**config.mk**
```make
export PLATFORM = sky130hd
export DESIGN_NAME = uart_rx_byte_flat
export DESIGN_NICKNAME = d
export VERILOG_FILES = /design/src/rtl/uart_pkg.sv /design/src/rtl/uart_rx_byte_if.sv /design/src/rtl/sync_2ff.sv /design/src/rtl/uart_rx_byte.sv /design/src/flat_wrapper.sv
export SDC_FILE = /design/constraint.sdc
export NUM_CORES = 1
export LEC_CHECK = 0
export BUFFER_PORTS_ARGS = -buffer_cell sky130_fd_sc_hd__buf_4
export CORE_AREA = 2 2 66 56
export DETAILED_ROUTE_END_ITERATION = 8
export DIE_AREA = 0 0 68 58
export PLACE_DENSITY_LB_ADDON = 0.05
export SYNTH_ARGS = -nofsm -noshare
export SYNTH_HDL_FRONTEND = slang
export SYNTH_SLANG_ARGS = --single-unit
```
**constraint.sdc**
```tcl
create_clock -name clk -period 2.3 [get_ports clk]
set_input_delay 0.69 -clock clk [delete_from_list [all_inputs] [get_ports clk]]
set_output_delay 0.69 -clock clk [all_outputs]
set_load 0.05 [all_outputs]
```
**src/rtl/uart_pkg.sv**
```systemverilog
// Shared UART definitions: receiver state encoding, frame width, bit-period helper.
package uart_pkg;

    typedef enum logic [1:0] {
        IDLE  = 2'd0,
        START = 2'd1,
        DATA  = 2'd2,
        STOP  = 2'd3
    } state_t;

    localparam int DATA_BITS = 8;

    function automatic int clks_per_bit(input int clk_freq, input int baud);
        return clk_freq / baud;
    endfunction

endpackage

```
**src/rtl/uart_rx_byte_if.sv**
```systemverilog
// Receiver-side bundle: serial line in, framed byte plus status pulses out.
interface uart_rx_byte_if;
    import uart_pkg::*;

    logic                 rx;
    logic [DATA_BITS-1:0] rx_data;
    logic                 rx_valid;
    logic                 frame_err;
    logic                 rx_busy;

    modport master (
        input  rx,
        output rx_data, rx_valid, frame_err, rx_busy
    );

    modport slave (
        output rx,
        input  rx_data, rx_valid, frame_err, rx_busy
    );
endinterface

```
**src/rtl/sync_2ff.sv**
```systemverilog
// Two-flop synchroniser for a single asynchronous pin; 2-cycle latency, no backpressure.
module sync_2ff #(
    parameter logic RST_VAL = 1'b1
) (
    input  logic clk,
    input  logic rst,
    input  logic d,
    output logic q
);
    logic meta;

    always_ff @(posedge clk) begin
        if (rst) begin
            meta <= RST_VAL;
            q    <= RST_VAL;
        end else begin
            meta <= d;
            q    <= meta;
        end
    end
endmodule

```
**src/rtl/uart_rx_byte.sv**
```systemverilog
// 8N1 UART receiver; rx_valid/frame_err pulse at the stop-bit mid-sample, about 9.5 bit times
// plus 3 cycles after the start edge. No backpressure: each byte is a single-cycle pulse.
module uart_rx_byte
    import uart_pkg::*;
#(
    parameter int CLK_FREQ = 50_000_000,
    parameter int BAUD     = 115200
) (
    input  logic            clk,
    input  logic            rst,
    uart_rx_byte_if.master  bus
);
    localparam int CLKS_PER_BIT = clks_per_bit(CLK_FREQ, BAUD);
    localparam int CNT_W        = $clog2(CLKS_PER_BIT);
    localparam int IDX_W        = $clog2(DATA_BITS);

    localparam logic [CNT_W-1:0] CNT_MID  = CNT_W'(CLKS_PER_BIT / 2 - 1);
    localparam logic [CNT_W-1:0] CNT_END  = CNT_W'(CLKS_PER_BIT - 1);
    localparam logic [IDX_W-1:0] IDX_LAST = IDX_W'(DATA_BITS - 1);

    if (CLKS_PER_BIT < 8) begin : g_bad_rate
        $error("uart_rx_byte: CLKS_PER_BIT must be at least 8");
    end

    logic rx_s;

    sync_2ff #(.RST_VAL(1'b1)) u_sync (
        .clk (clk),
        .rst (rst),
        .d   (bus.rx),
        .q   (rx_s)
    );

    state_t               state,     state_nxt;
    logic [CNT_W-1:0]     cnt,       cnt_nxt;
    logic [IDX_W-1:0]     idx,       idx_nxt;
    logic [DATA_BITS-1:0] shift,     shift_nxt;
    logic [DATA_BITS-1:0] data_q,    data_nxt;
    logic                 valid_q,   valid_nxt;
    logic                 ferr_q,    ferr_nxt;
    logic                 busy_q;

    always_ff @(posedge clk) begin
        if (rst) begin
            state   <= IDLE;
            cnt     <= '0;
            idx     <= '0;
            shift   <= '0;
            data_q  <= '0;
            valid_q <= 1'b0;
            ferr_q  <= 1'b0;
            busy_q  <= 1'b0;
        end else begin
            state   <= state_nxt;
            cnt     <= cnt_nxt;
            idx     <= idx_nxt;
            shift   <= shift_nxt;
            data_q  <= data_nxt;
            valid_q <= valid_nxt;
            ferr_q  <= ferr_nxt;
            busy_q  <= (state_nxt != IDLE);
        end
    end

    always_comb begin
        state_nxt = state;
        cnt_nxt   = cnt + CNT_W'(1);
        idx_nxt   = idx;
        shift_nxt = shift;
        data_nxt  = data_q;
        valid_nxt = 1'b0;
        ferr_nxt  = 1'b0;

        case (state)
            IDLE: begin
                cnt_nxt = '0;
                if (!rx_s) state_nxt = START;
            end
            START: begin
                // Re-check at mid start bit so short glitches are dropped silently.
                if (cnt == CNT_MID) begin
                    cnt_nxt   = '0;
                    idx_nxt   = '0;
                    state_nxt = rx_s ? IDLE : DATA;
                end
            end
            DATA: begin
                if (cnt == CNT_END) begin
                    cnt_nxt        = '0;
                    shift_nxt[idx] = rx_s;
                    if (idx == IDX_LAST) state_nxt = STOP;
                    else                 idx_nxt   = idx + IDX_W'(1);
                end
            end
            STOP: begin
                // Leave at mid stop bit so a following start edge half a bit later is caught.
                if (cnt == CNT_END) begin
                    cnt_nxt   = '0;
                    state_nxt = IDLE;
                    if (rx_s) begin
                        data_nxt  = shift;
                        valid_nxt = 1'b1;
                    end else begin
                        ferr_nxt  = 1'b1;
                    end
                end
            end
            default: state_nxt = IDLE;
        endcase
    end

    assign bus.rx_data   = data_q;
    assign bus.rx_valid  = valid_q;
    assign bus.frame_err = ferr_q;
    assign bus.rx_busy   = busy_q;
endmodule
```
**src/flat_wrapper.sv**
```systemverilog
// flat-port wrapper written by rule: the top's interface ports become plain ports
module uart_rx_byte_flat import uart_pkg::*;
#(
    parameter int CLK_FREQ = 50_000_000,
    parameter int BAUD     = 115200
)
  (clk, rst, bus_rx, bus_rx_data, bus_rx_valid, bus_frame_err, bus_rx_busy);
  uart_rx_byte_if bus_i ();
  input  logic clk;
  input  logic rst;
  input wire logic [$bits(bus_i.rx)-1:0] bus_rx;
  output wire logic [$bits(bus_i.rx_data)-1:0] bus_rx_data;
  output wire logic [$bits(bus_i.rx_valid)-1:0] bus_rx_valid;
  output wire logic [$bits(bus_i.frame_err)-1:0] bus_frame_err;
  output wire logic [$bits(bus_i.rx_busy)-1:0] bus_rx_busy;
  assign bus_i.rx = bus_rx;
  assign bus_rx_data = bus_i.rx_data;
  assign bus_rx_valid = bus_i.rx_valid;
  assign bus_frame_err = bus_i.frame_err;
  assign bus_rx_busy = bus_i.rx_busy;
  uart_rx_byte #(.CLK_FREQ(CLK_FREQ), .BAUD(BAUD)) u_core (.clk(clk), .rst(rst), .bus(bus_i));
endmodule
```
==> impl_summary.log <==
[metrics] final hold vios: 0
[metrics] Cell Int Power: 0.000971 W
[metrics] hold-fix buffers at CTS: 0
[metrics] area of the placeable core: 3280 um^2
[metrics] post-route ant nets: 0
[metrics] first-pass GRT wire length: 5040 um
[metrics] class of the tightest hold or removal check: reg2reg
[metrics] type of the worst setup path: reg2reg
[metrics] net count of the finished layout: 184
[metrics] cell type of the slowest stage on the worst timing path: dfxtp_1
[metrics] final-report max-slew violation count: 0
[metrics] number of warning messages in the yosys log: 0
[metrics] max-capacitance violation count: 0
[metrics] post-synthesis async set-or-reset flop share: 0%
[metrics] per-cell via count in the routed design: 5.23
[metrics] Required @ worst endpoint: 2510 ps
[metrics] Clock transition at path regs: 70 ps
[metrics] Remaining DRCs: 0
[metrics] result of the run: finished clean
[metrics] crit path time final: 1880 ps
[metrics] endpoint class of the critical path: flop
[metrics] number of antenna violations at the first check in global routing: 0
[metrics] via count of the first global-routing pass: 1068
[metrics] combinational share of power: 2.6%
[metrics] worst-case clock buffer depth: 2
[metrics] clock buffer count from CTS: 5
[metrics] Reg2Reg Launch Point: u_core.cnt[0]$_SDFF_PP0_
[metrics] Area growth, synth to finish: 15.2%
[metrics] detailed-routing iteration count for the pre-antenna-repair pass: 4
[metrics] Clock Power Share: 46.6%
[metrics] Fmax: 531 MHz
[metrics] sum of negative setup slack: 0 ps
[metrics] share of power burned in registers: 50.8%
[metrics] Initial Util: 48.1%
[metrics] area enclosed by the die boundary: 3940 um^2
[metrics] count of unique library cells instantiated by Yosys: 39
[metrics] first element of the critical path: u_core.cnt[0]$_SDFF_PP0_
[metrics] die outline width: 68 um
[metrics] library cell occupying the most area in the post-synthesis netlist: dfxtp_1
[metrics] remaining global-route overflow: 0
[metrics] area share of the largest cell type after synthesis: 44.4%
[metrics] Static Leak: 0.677 nW
[metrics] clock tree root driver cell: clkbuf_8
[metrics] fin util: 55.4%
[metrics] Worst EP arrival: 2090 ps
[metrics] RSZ-0062 raised after global routing: false
[metrics] maximum single-stage delay on the critical path: 440 ps
[metrics] syn_nets: 169
[metrics] worst clock skew: 3.87 ps
[metrics] CP max FO: 7
[metrics] list of most frequent post-synthesis cells: 35 x dfxtp_1, 23 x nor2_1, 16 x mux2i_1
[metrics] Routed Wire Length: 3000 um
[metrics] RePlAce Congestion: 0.794
[metrics] port bufs: 13
[metrics] number of storage elements in the synthesis netlist: 35
[metrics] routed length per instance: 13.7 um
[metrics] worst max-slew margin expressed relative to the limit: 59.5%
[metrics] number of core rows: 19
[metrics] diodes inserted: 0
[metrics] net switching fraction of the power: 19.6%
[metrics] cell types occupying the most area after synthesis: dfxtp_1 44%, mux2i_1 10%, nor2_1 5.5%
[metrics] area of the mapped netlist: 1580 um^2
[metrics] # H-tree levels: 2
[metrics] cell with the most instances after synthesis: dfxtp_1
[metrics] worst IR drop on VDD: 285 uV
[metrics] total number of vias: 1145
[metrics] clock tree from TritonCTS: built
[metrics] primary flip-flop cell chosen by synthesis mapping: dfxtp_1
[metrics] series of cell instances along the critical path: ha_1 > nand4bb_4 > or3_4 > nor4b_2 > mux2i_1
[metrics] top-level port count: 14
[metrics] vertical die dimension: 58 um
[metrics] sequential element share of the synthesized area: 44.4%
[metrics] number of cells upsized or downsized after cts: 0
[metrics] Worst Hold Launch: u_core.u_sync.meta$_SDFF_PP1_
[metrics] slack of the worst reg-to-reg path: 420 ps
[metrics] Final Setup Violations: 0
[metrics] HPWL reported at the end of detailed placement: 2100 um
[metrics] ratio of cells with drive above 1 in the final layout: 18.6%
[metrics] final cycle utilization of the critical path: 82.0%
[metrics] clock insertion delay at the later pin of the skew report: 280 ps
[metrics] Mapped Avg Cell Area: 9.80 um^2
[metrics] Iter 0 DRT Violations: 79
[metrics] kind of start point of the critical path: flop
[metrics] number of sinks handled by clock tree synthesis: 35
[metrics] post-CTS setup-driven buffer insertion count: 0
[metrics] number of inserted filler cells in the final layout: 299
[metrics] number of enable-type register cells in the synthesized netlist: 0
[metrics] synthesized instance count: 161
[metrics] Pwr Density: 665 nW/um^2
[metrics] total routing resource utilization after global routing: 17.0%
[metrics] pin count of the biggest net entering global routing: 21
[metrics] Slew @ Worst Pin: 603 ps
[metrics] power dissipated by switching net loads: 0.000237 W
[metrics] worst hold margin: 419 ps
[sequential cells by signal, summed over array words and instances, names as in the netlist]
name,flops
u_core.bus.frame_err,1
u_core.bus.rx_busy,1
u_core.bus.rx_data,8
u_core.bus.rx_valid,1
u_core.cnt,9
u_core.idx,3
u_core.shift,8
u_core.state,2
u_core.u_sync.meta,1
u_core.u_sync.q,1
[critical path: cells and delay by family (launching register included)]
family	cells	cell delay (ps)
DFF	1	440
adders and majority gates	1	230
muxes	1	220
and+or+nand+nor	3	930
[path summary, 6_finish.rpt]
check / depth (start not counted) / end
max: 5 / u_core.shift[2]$_SDFFE_PP0P_
min: 1 / u_core.u_sync.q$_SDFF_PP1_
max reg2reg: 5 / u_core.shift[2]$_SDFFE_PP0P_
min reg2reg: 1 / u_core.u_sync.q$_SDFF_PP1_
[metrics by stage]
step	instance area [um^2]	power (W)	worst slack [ps]	cells
after floorplan	1580	0.000650	598	161
after global placement	1700	0.000658	502	211
after detailed placement	1700	0.000659	429	211
after CTS	1820	0.00122	394	219
after global routing	1820	0.00125	281	219
final	1820	0.00121	415	219
[final cells by class]
cell class / instances / area (um^2) / share of cell area [%]
sequential: 35 / 701 / 38.5
clock buffer: 6 / 82.6 / 4.54
inverter: 7 / 26.3 / 1.45
tap: 42 / 52.6 / 2.89
clock inverter: 2 / 35.0 / 1.93
multi-input combinational: 112 / 808 / 44.5
timing repair buffer: 15 / 113 / 6.19
[power by group through the flow]
stage	clock network [W]	registers [W]	logic [W]
after global placement	0	0.000627	0.0000310
after detailed placement	0	0.000627	0.0000316
after CTS	0.000573	0.000613	0.0000317
final	0.000563	0.000614	0.0000314
after global routing	0.000600	0.000614	0.0000347
after floorplan	0	0.000630	0.0000202
[per-layer routing]
| layer | track usage [%] | up-vias | wire (um) |
|---|---|---|---|
| met5 | 0 | - | 0 |
| met3 | 4.85 | 6 | 99 |
| met1 | 22.7 | 535 | 1510 |
| met2 | 26.1 | 19 | 1340 |
| li1 | - | 585 | - |
| met4 | 6.57 | 0 | 44 |
[placed cells by master, fill, tap and decap left out, drive strengths merged, types with 3 or more instances in the layout]
| master | netlist | layout |
|---|---|---|
| dfxtp | 35 | 35 |
| nor2 | 23 | 23 |
| mux2i | 16 | 16 |
| buf | 3 | 15 |
| nand2 | 13 | 13 |
| inv | 6 | 6 |
| xnor2 | 6 | 6 |
| clkbuf | 3 | 6 |
| nand3 | 5 | 5 |
| ha | 5 | 5 |
| o21ai | 4 | 4 |
| nor3 | 4 | 4 |
| nand4 | 4 | 4 |
| a21oi | 4 | 4 |
| nand4b | 4 | 4 |
| nand3b | 3 | 3 |
| nor4b | 3 | 3 |
| nor4 | 3 | 3 |
[logic make-up (layout without fill, tap and decap cells)]
logic type | count (synthesis) | in the layout | share of synthesized area [%]
AO/OA/AOI/OAI | 11 | 11 | 4.12
XOR/XNOR | 7 | 7 | 3.89
flip-flops | 35 | 35 | 44.4
AND/OR/NAND/NOR | 73 | 73 | 29.1
multiplexers | 16 | 16 | 10.2
adder cells (fa/ha/maj) | 5 | 5 | 3.97
buffers and inverters | 14 | 30 | 4.36
(Power assumes the default switching activity.)
